## config.mk

```make
export PLATFORM = sky130hd
export DESIGN_NAME = doodle_physics
export DESIGN_NICKNAME = d
export VERILOG_FILES = /design/src/rtl/doodle_physics.sv
export SDC_FILE = /design/constraint.sdc
export NUM_CORES = 1
export LEC_CHECK = 0
export CORE_ASPECT_RATIO = 0.5
export CORE_MARGIN = 5
export CORE_UTILIZATION = 45
export CTS_BUF_LIST = sky130_fd_sc_hd__clkbuf_2
export DETAILED_ROUTE_END_ITERATION = 8
export DONT_BUFFER_PORTS = 1
export PLACE_DENSITY = 0.61
export REMOVE_ABC_BUFFERS = 1
export SLEW_MARGIN = 20
export SYNTH_ARGS = -nofsm -noshare
export SYNTH_HDL_FRONTEND = slang
export SYNTH_SLANG_ARGS = --single-unit
```

## constraint.sdc

```tcl
create_clock -name clk -period 5.6 [get_ports clk]
set_clock_uncertainty 0.1 [all_clocks]
set_input_delay 0.56 -clock clk [delete_from_list [all_inputs] [get_ports clk]]
set_output_delay 0.56 -clock clk [all_outputs]
set_load 0.02 [all_outputs]
```

## src/rtl/doodle_physics.sv

```systemverilog
// Per-frame motion integrator for the doodle sprite: gravity, platform bounce,
// floor clamp, horizontal wrap and camera scroll, advanced once per frame tick.
module doodle_physics #(
  parameter int SCREEN_WIDTH  = 640,
  parameter int EARTH         = 440,
  parameter int DOODLE_HEIGHT = 40,
  parameter int START_X       = 300,
  parameter int FLOOR_Y       = 410,
  parameter int JUMP_VELOCITY = 14,
  parameter int GRAVITY       = 1,
  parameter int MAX_FALL      = 15,
  parameter int SCROLL_LINE   = 160
) (
  input  logic              clk,
  input  logic              rst,
  input  logic              calculation_time,
  input  logic signed [8:0] delta_x,
  input  logic [1:0]        game_state,
  input  logic              platform_hit,
  output logic [9:0]        doodle_x,
  output logic [9:0]        doodle_y,
  output logic signed [6:0] velocity_y,
  output logic [6:0]        scroll,
  output logic              landed
);

  localparam logic signed [11:0] SCREEN_W12 = 12'(SCREEN_WIDTH);
  localparam logic signed [11:0] FLOOR_12   = 12'(FLOOR_Y);
  localparam logic signed [11:0] SCROLL_12  = 12'(SCROLL_LINE);
  localparam logic [9:0]         RESET_X    = 10'(START_X);
  localparam logic [9:0]         RESET_Y    = 10'(EARTH - DOODLE_HEIGHT);
  localparam logic [9:0]         FLOOR_Y10  = 10'(FLOOR_Y);
  localparam logic [9:0]         SCROLL_Y10 = 10'(SCROLL_LINE);
  localparam logic signed [6:0]  LAUNCH_VY  = 7'(-JUMP_VELOCITY);
  localparam logic signed [7:0]  GRAVITY_8  = 8'(GRAVITY);
  localparam logic signed [7:0]  MAX_FALL_8 = 8'(MAX_FALL);
  localparam logic signed [6:0]  MAX_FALL_7 = 7'(MAX_FALL);

  logic [9:0]         x_reg, x_next;
  logic [9:0]         y_reg, y_next;
  logic signed [6:0]  vy_reg, vy_next;
  logic [6:0]         scroll_reg, scroll_next;
  logic               landed_reg, landed_next;

  logic signed [11:0] x_sum, x_wrap, y_c, scroll_diff;
  logic signed [7:0]  vy_grav;
  logic               bounce;

  always_comb begin
    x_sum       = $signed({2'b00, x_reg}) + $signed({{3{delta_x[8]}}, delta_x});
    x_wrap      = x_sum;
    if (x_sum < 12'sd0)
      x_wrap = x_sum + SCREEN_W12;
    else if (x_sum >= SCREEN_W12)
      x_wrap = x_sum - SCREEN_W12;

    y_c         = $signed({2'b00, y_reg}) + $signed({{5{vy_reg[6]}}, vy_reg});
    scroll_diff = SCROLL_12 - y_c;
    vy_grav     = $signed({vy_reg[6], vy_reg}) + GRAVITY_8;
    // Contact only counts on the way down; a hit while rising passes through.
    bounce      = !vy_reg[6] && platform_hit;

    x_next      = x_reg;
    y_next      = y_reg;
    vy_next     = vy_reg;
    scroll_next = scroll_reg;
    landed_next = landed_reg;

    case (game_state)
      2'd0: begin
        x_next      = RESET_X;
        y_next      = RESET_Y;
        vy_next     = LAUNCH_VY;
        scroll_next = 7'd0;
        landed_next = 1'b0;
      end
      2'd1: begin
        x_next = x_wrap[9:0];
        if (bounce) begin
          vy_next     = LAUNCH_VY;
          landed_next = 1'b1;
        end else begin
          vy_next     = (vy_grav > MAX_FALL_8) ? MAX_FALL_7 : vy_grav[6:0];
          landed_next = 1'b0;
        end
        scroll_next = 7'd0;
        y_next      = y_c[9:0];
        if (y_c < SCROLL_12) begin
          y_next      = SCROLL_Y10;
          scroll_next = scroll_diff[6:0];
        end else if (y_c > FLOOR_12) begin
          // The floor stops a fall but must not cancel a bounce taken on the same frame.
          y_next = FLOOR_Y10;
          if (!bounce)
            vy_next = 7'sd0;
        end
      end
      default: begin
        scroll_next = 7'd0;
        landed_next = 1'b0;
      end
    endcase
  end

  always_ff @(posedge clk) begin
    if (rst) begin
      x_reg      <= RESET_X;
      y_reg      <= RESET_Y;
      vy_reg     <= LAUNCH_VY;
      scroll_reg <= 7'd0;
      landed_reg <= 1'b0;
    end else if (calculation_time) begin
      x_reg      <= x_next;
      y_reg      <= y_next;
      vy_reg     <= vy_next;
      scroll_reg <= scroll_next;
      landed_reg <= landed_next;
    end
  end

  assign doodle_x   = x_reg;
  assign doodle_y   = y_reg;
  assign velocity_y = vy_reg;
  assign scroll     = scroll_reg;
  assign landed     = landed_reg;

  logic unused_bits;
  assign unused_bits = &{1'b0, x_wrap[11:10], y_c[11:10], scroll_diff[11:7], vy_grav[7]};

endmodule
```

# == Word-level counts from Yosys, hierarchy flattened ==
# Index checks and enable logic that the tools add are counted.
# totals
output_inout_bits,35
mem_bits_ro,0
latch_bits,0
memories,0
register_bits,35
ram_bits,0
elab_cells,38
# op_classes
n_eq_ne,1
bitwise_logic,0
mul,0
div_mod_pow,0
reduce_logical,5
order_cmp,5
n_mux,16
shifts,0
add_sub_neg,6
# ops
operator,count
7-bit two-way mux,7
10-bit two-way mux,4
10-bit one-hot mux with 2 select lines,2
7-bit one-hot mux with 2 select lines,1
11-bit by 7-bit adder with 12-bit output,1
11-bit by 9-bit adder with 12-bit output,1
"12-bit by 11-bit greater-or-equal comparator with 1-bit output, second input constant",1
"12-bit by 10-bit > comparator with 1-bit output, second input constant",1
"12-bit by 1-bit less-than comparator with 1-bit output, second input constant",1
"12-bit by 9-bit less-than comparator with 1-bit output, second input constant",1
"10-bit adder, second input constant",1
"10-bit subtractor, second input constant",1
"7-bit by 2-bit adder with 8-bit output, second input constant",1
"8-bit by 5-bit > comparator with 1-bit output, second input constant",1
"7-bit subtractor, first input constant",1
"2-bit by 1-bit == test with 1-bit output, second input constant",1
2-bit logical NOT,1
1-bit two-way mux,2
2-bit AND reduction,1
2-bit nonzero test,1
1-bit logical AND,1
1-bit logical NOT,1

# == Depth between registers and ports, before layout ==
# logic_depth
depth_word,8
depth_mapped,13

# == Least setup slack after synthesis ==
# Ideal clock, no wire load.
# synth_timing
path_kind,register to register
from,"register vy_reg[0], in the netlist velocity_y[0]"
to,"register vy_reg[6], in the netlist velocity_y[6]"
arrival_ns,2.772
path_stages_with_launch,12
slack_ns,2.579
setup_time_ns,0.149
n_path_buf,0
cell_sequence,dfxtp_1 > ha_1 > inv_1 > fa_1 > nand2b_1 > a2111o_1 > o211ai_2 > a21oi_1 > a211oi_2 > o21ai_4 > a31oi_2 > a311oi_1
# synth_via
elab_chain_cells,8
# synth_rtl
item,line_no,rtl
from (decl),41,"logic signed [6:0] vy_reg, vy_next;"
from (signal assigned),115,vy_reg <= vy_next;
7-bit by 2-bit adder with 8-bit output,59,"vy_grav = $signed({vy_reg[6], vy_reg}) + GRAVITY_8;"
8-bit by 5-bit > comparator with 1-bit output,83,vy_next = (vy_grav > MAX_FALL_8) ? MAX_FALL_7 : vy_grav[6:0];
7-bit two-way mux,83,
7-bit two-way mux,79,if (bounce) begin
7-bit two-way mux,94,if (!bounce)
7-bit two-way mux,91,end else if (y_c > FLOOR_12) begin
7-bit two-way mux (*),88,if (y_c < SCROLL_12) begin
7-bit one-hot mux with 2 select lines (*),69,case (game_state)
# Mark *: on every way between the ends. The rest lies on a longest branch, timed or not.
# A chain may end at the register's enable or synchronous reset.

# == Final worst setup path ==
# layout_timing
from,"register vy_reg[0], in the netlist velocity_y[0]"
to,"register y_reg[4], in the netlist doodle_y[4]"
# layout_via
elab_chain_cells,5
# layout_rtl
item,line_no,rtl
11-bit by 7-bit adder with 12-bit output (*),57,"y_c = $signed({2'b00, y_reg}) + $signed({{5{vy_reg[6]}}, vy_reg});"
12-bit by 10-bit > comparator with 1-bit output,91,
10-bit two-way mux,91,
10-bit two-way mux (*),88,
10-bit one-hot mux with 2 select lines (*),69,
to (signal assigned),114,y_reg <= y_next;
to (decl),40,"logic [9:0] y_reg, y_next;"
# Marks and branches as above.

==> flow_summary.toml <==
[layout]
area_growth_syn_to_layout_pct = 4.037
fill_cells = 599
final_nets = 396
drive_above_1_share_pct = 5.666
diodes = 0

[sta]
rsz0062_at_grt = "false"
fmax_mhz = 287.5
hold_viol = 0
setup_tns_ns = 0
post-route-period-util_pct = 62.12
final_max_slew_viol_count = 0
setup_violations = 0
worstMarginPinSlew_ns = 0.8362
fin_crit_ns = 3.479
slew_headroom_pct = 43.83

[yosys]
synthArstFlopShare_pct = 0
syn_area_per_cell_um2 = 8.012
syn-instance-count = 352
synth_edf_count = 0
synth_common_cells = "dfxtp_1, nand2_1, nor2_1"
synth_top_cell_area_share_pct = 24.84
synth-seq-cells = 35
yosys-top-cells-area = "dfxtp_1, ha_1, a21oi_1"
yosysSeqAreaShare_pct = 24.84
ys.flop_type = "dfxtp_1"
synth_area_leader_cell = "dfxtp_1"
synthDistinctLibCells = 61
synth.most_common_cell = "dfxtp_1"
yosysWarnings = 0
synth_area_mm2 = 0.002820

[drt]
num_vias = 2544
routedWlPerCell_um = 16.22
viasPerCell = 5.769
routed_wl_um = 7151
drt_iter0_drc = 185
drc = 0
ant_nets = 0
drtPass1Iterations = 4

[outcome]
status = "completed"

[die]
core_area_mm2 = 0.006081
die_x_um = 122.0
io_pins = 50
num_rows = 20
dieArea_mm2 = 0.008047
initial_core_util_pct = 46.38
fp.dieH_um = 65.98

[power_and_ir_drop]
p_leak_uw = 0.001092
ir_drop_mv = 0.3701
pwr_density_cell_mw_per_mm2 = 672.8
total_power_uw = 1974

[hold_path]
min-delay-start = "rst"
hold_path_end = "velocity_y[0]"
worstHoldPathCells = 1
min_path_type = "in2reg"

[clock_tree]
hold_buffers = 0
cts_resized = 0
root_buffer = "clkbuf_2"
cts_made_buffers = 5
clock_latency_ns = 0.39
cts_tree = "done"
htreeDepth = 2
clockBufferDepth = 2
clock_sinks = 35
clk_pin_slew_worst_paths_ns = 0.19
post-cts-setup-buffers = 0

[worst_setup_path]
crit_fanout = 7
cpPeakStageDelay_ns = 0.61
cp_slowest_cell = "dfxtp_1"
crit_required_ns = 5.79
cp-start-kind = "flop"
cp_num_buf_inv = 1
reg2reg_slack_ns = 2.12
cp.arrival_ns = 3.67
r2r_end = "doodle_y[4]"
crit_type = "reg2reg"
rr_startpoint = "velocity_y[0]"
end_kind = "flop"
cp_cell_sequence = "ha_1, inv_1, fa_1, nand2b_1, a21oi_1, o22ai_1, xor2_1, o2111ai_1, a22oi_2, nor2b_1, o32a_1"
r2r_cells = 11
crit_family = "compound AO/OA/AOI/OAI gates"

[global_routing]
grt_usage_pct = 18.29
antenna_found_initial = 0
grt_pass1_wl_um = 11740
grt_pass1_vias = 2448
grt_max_degree = 18
grt_overflow_total = 0

[place]
post-dp-hpwl_um = 5673
io_buffer_count = 0
place_congestion = 0.8798

[flow_run]
drv_cap = 0
layer usage:
layer  vias to the layer above  part of all wire, %  track usage, %
met4                         0                 0.99           4.609
met3                         9                  6.9           4.701
met2                        70                   45           29.74
met5                         -                    0               0
met1                      1189                   47           24.30
li1                       1276                    -               -
logic make-up (layout without fill, tap and decap cells):
group | count (synthesis) | after routing | synth area share, %
AOI/OAI and AO/OA | 114 | 114 | 29.59
xor gates and xnor gates | 22 | 22 | 6.832
adders and majority gates | 29 | 29 | 13.40
buffers and inverters | 34 | 35 | 4.791
DFF | 35 | 35 | 24.84
and+or+nand+nor | 118 | 118 | 20.54
power by group:
group	total, uW	switching [uW]	leakage [uW]	internal, uW
clock	119	88.7	0.0000281	30.0
combinational	1410	899	0.000781	512
sequential	445	144	0.000284	301
layout by cell type, fill, tap and decap left out, types with 3 or more instances in the layout:
cell / netlist / final
nor3_1: 8 / 8
o22ai_1: 4 / 4
xnor2_1: 12 / 12
inv_1: 27 / 27
a211o_1: 3 / 3
and2_1: 4 / 4
xor2_1: 10 / 10
nand3b_1: 3 / 3
nor2b_1: 7 / 7
a21oi_1: 26 / 26
a31oi_1: 3 / 3
nand2_1: 32 / 32
dfxtp_1: 35 / 35
o31ai_1: 4 / 4
o21ai_0: 25 / 25
a211oi_1: 5 / 5
nand3_1: 13 / 13
ha_1: 27 / 27
clkbuf_2: 0 / 6
nand2b_1: 10 / 10
nor2_1: 31 / 31
nor3b_1: 3 / 3
o21a_1: 3 / 3
a21o_1: 5 / 5
how the worst max path moves through the flow:
stage / slack (ns) / cells past startpoint / startpoint / end
6_report: 2.12 / 11 / velocity_y[0] / doodle_y[4]
5_1_grt: 1.87 / 11 / velocity_y[0] / velocity_y[4]
4_1_cts: 2.15 / 11 / velocity_y[0] / velocity_y[4]
3_5_place_dp: 2.19 / 11 / velocity_y[0] / velocity_y[4]
3_3_place_gp: 2.20 / 11 / velocity_y[0] / velocity_y[6]
2_1_floorplan: 2.58 / 11 / velocity_y[0] / velocity_y[6]
cell type report:
type                            instances  area (um2)  share of cell area, %
Inverter                               27       101.3                  3.454
Clock buffer                            6       30.03                  1.023
Multi-Input combinational cell        283        1984                  67.63
Sequential cell                        35       700.7                  23.88
Clock inverter                          2       7.507                 0.2559
Tap cell                               88       110.1                  3.753
through the flow:
step	setup slack, ns	util, %	instance area (um2)	hold WS [ns]	instances
2_1_floorplan	2.579	-	2786	0.4348	345
3_3_place_gp	2.201	47.63	2897	0.4524	433
3_5_place_dp	2.194	47.63	2897	0.4598	433
4_1_cts	2.149	48.25	2934	0.09952	441
5_1_grt	1.872	48.25	2934	0.05761	441
6_report	2.121	48.25	2934	0.1030	441
Power figures use the tool's default switching activity.
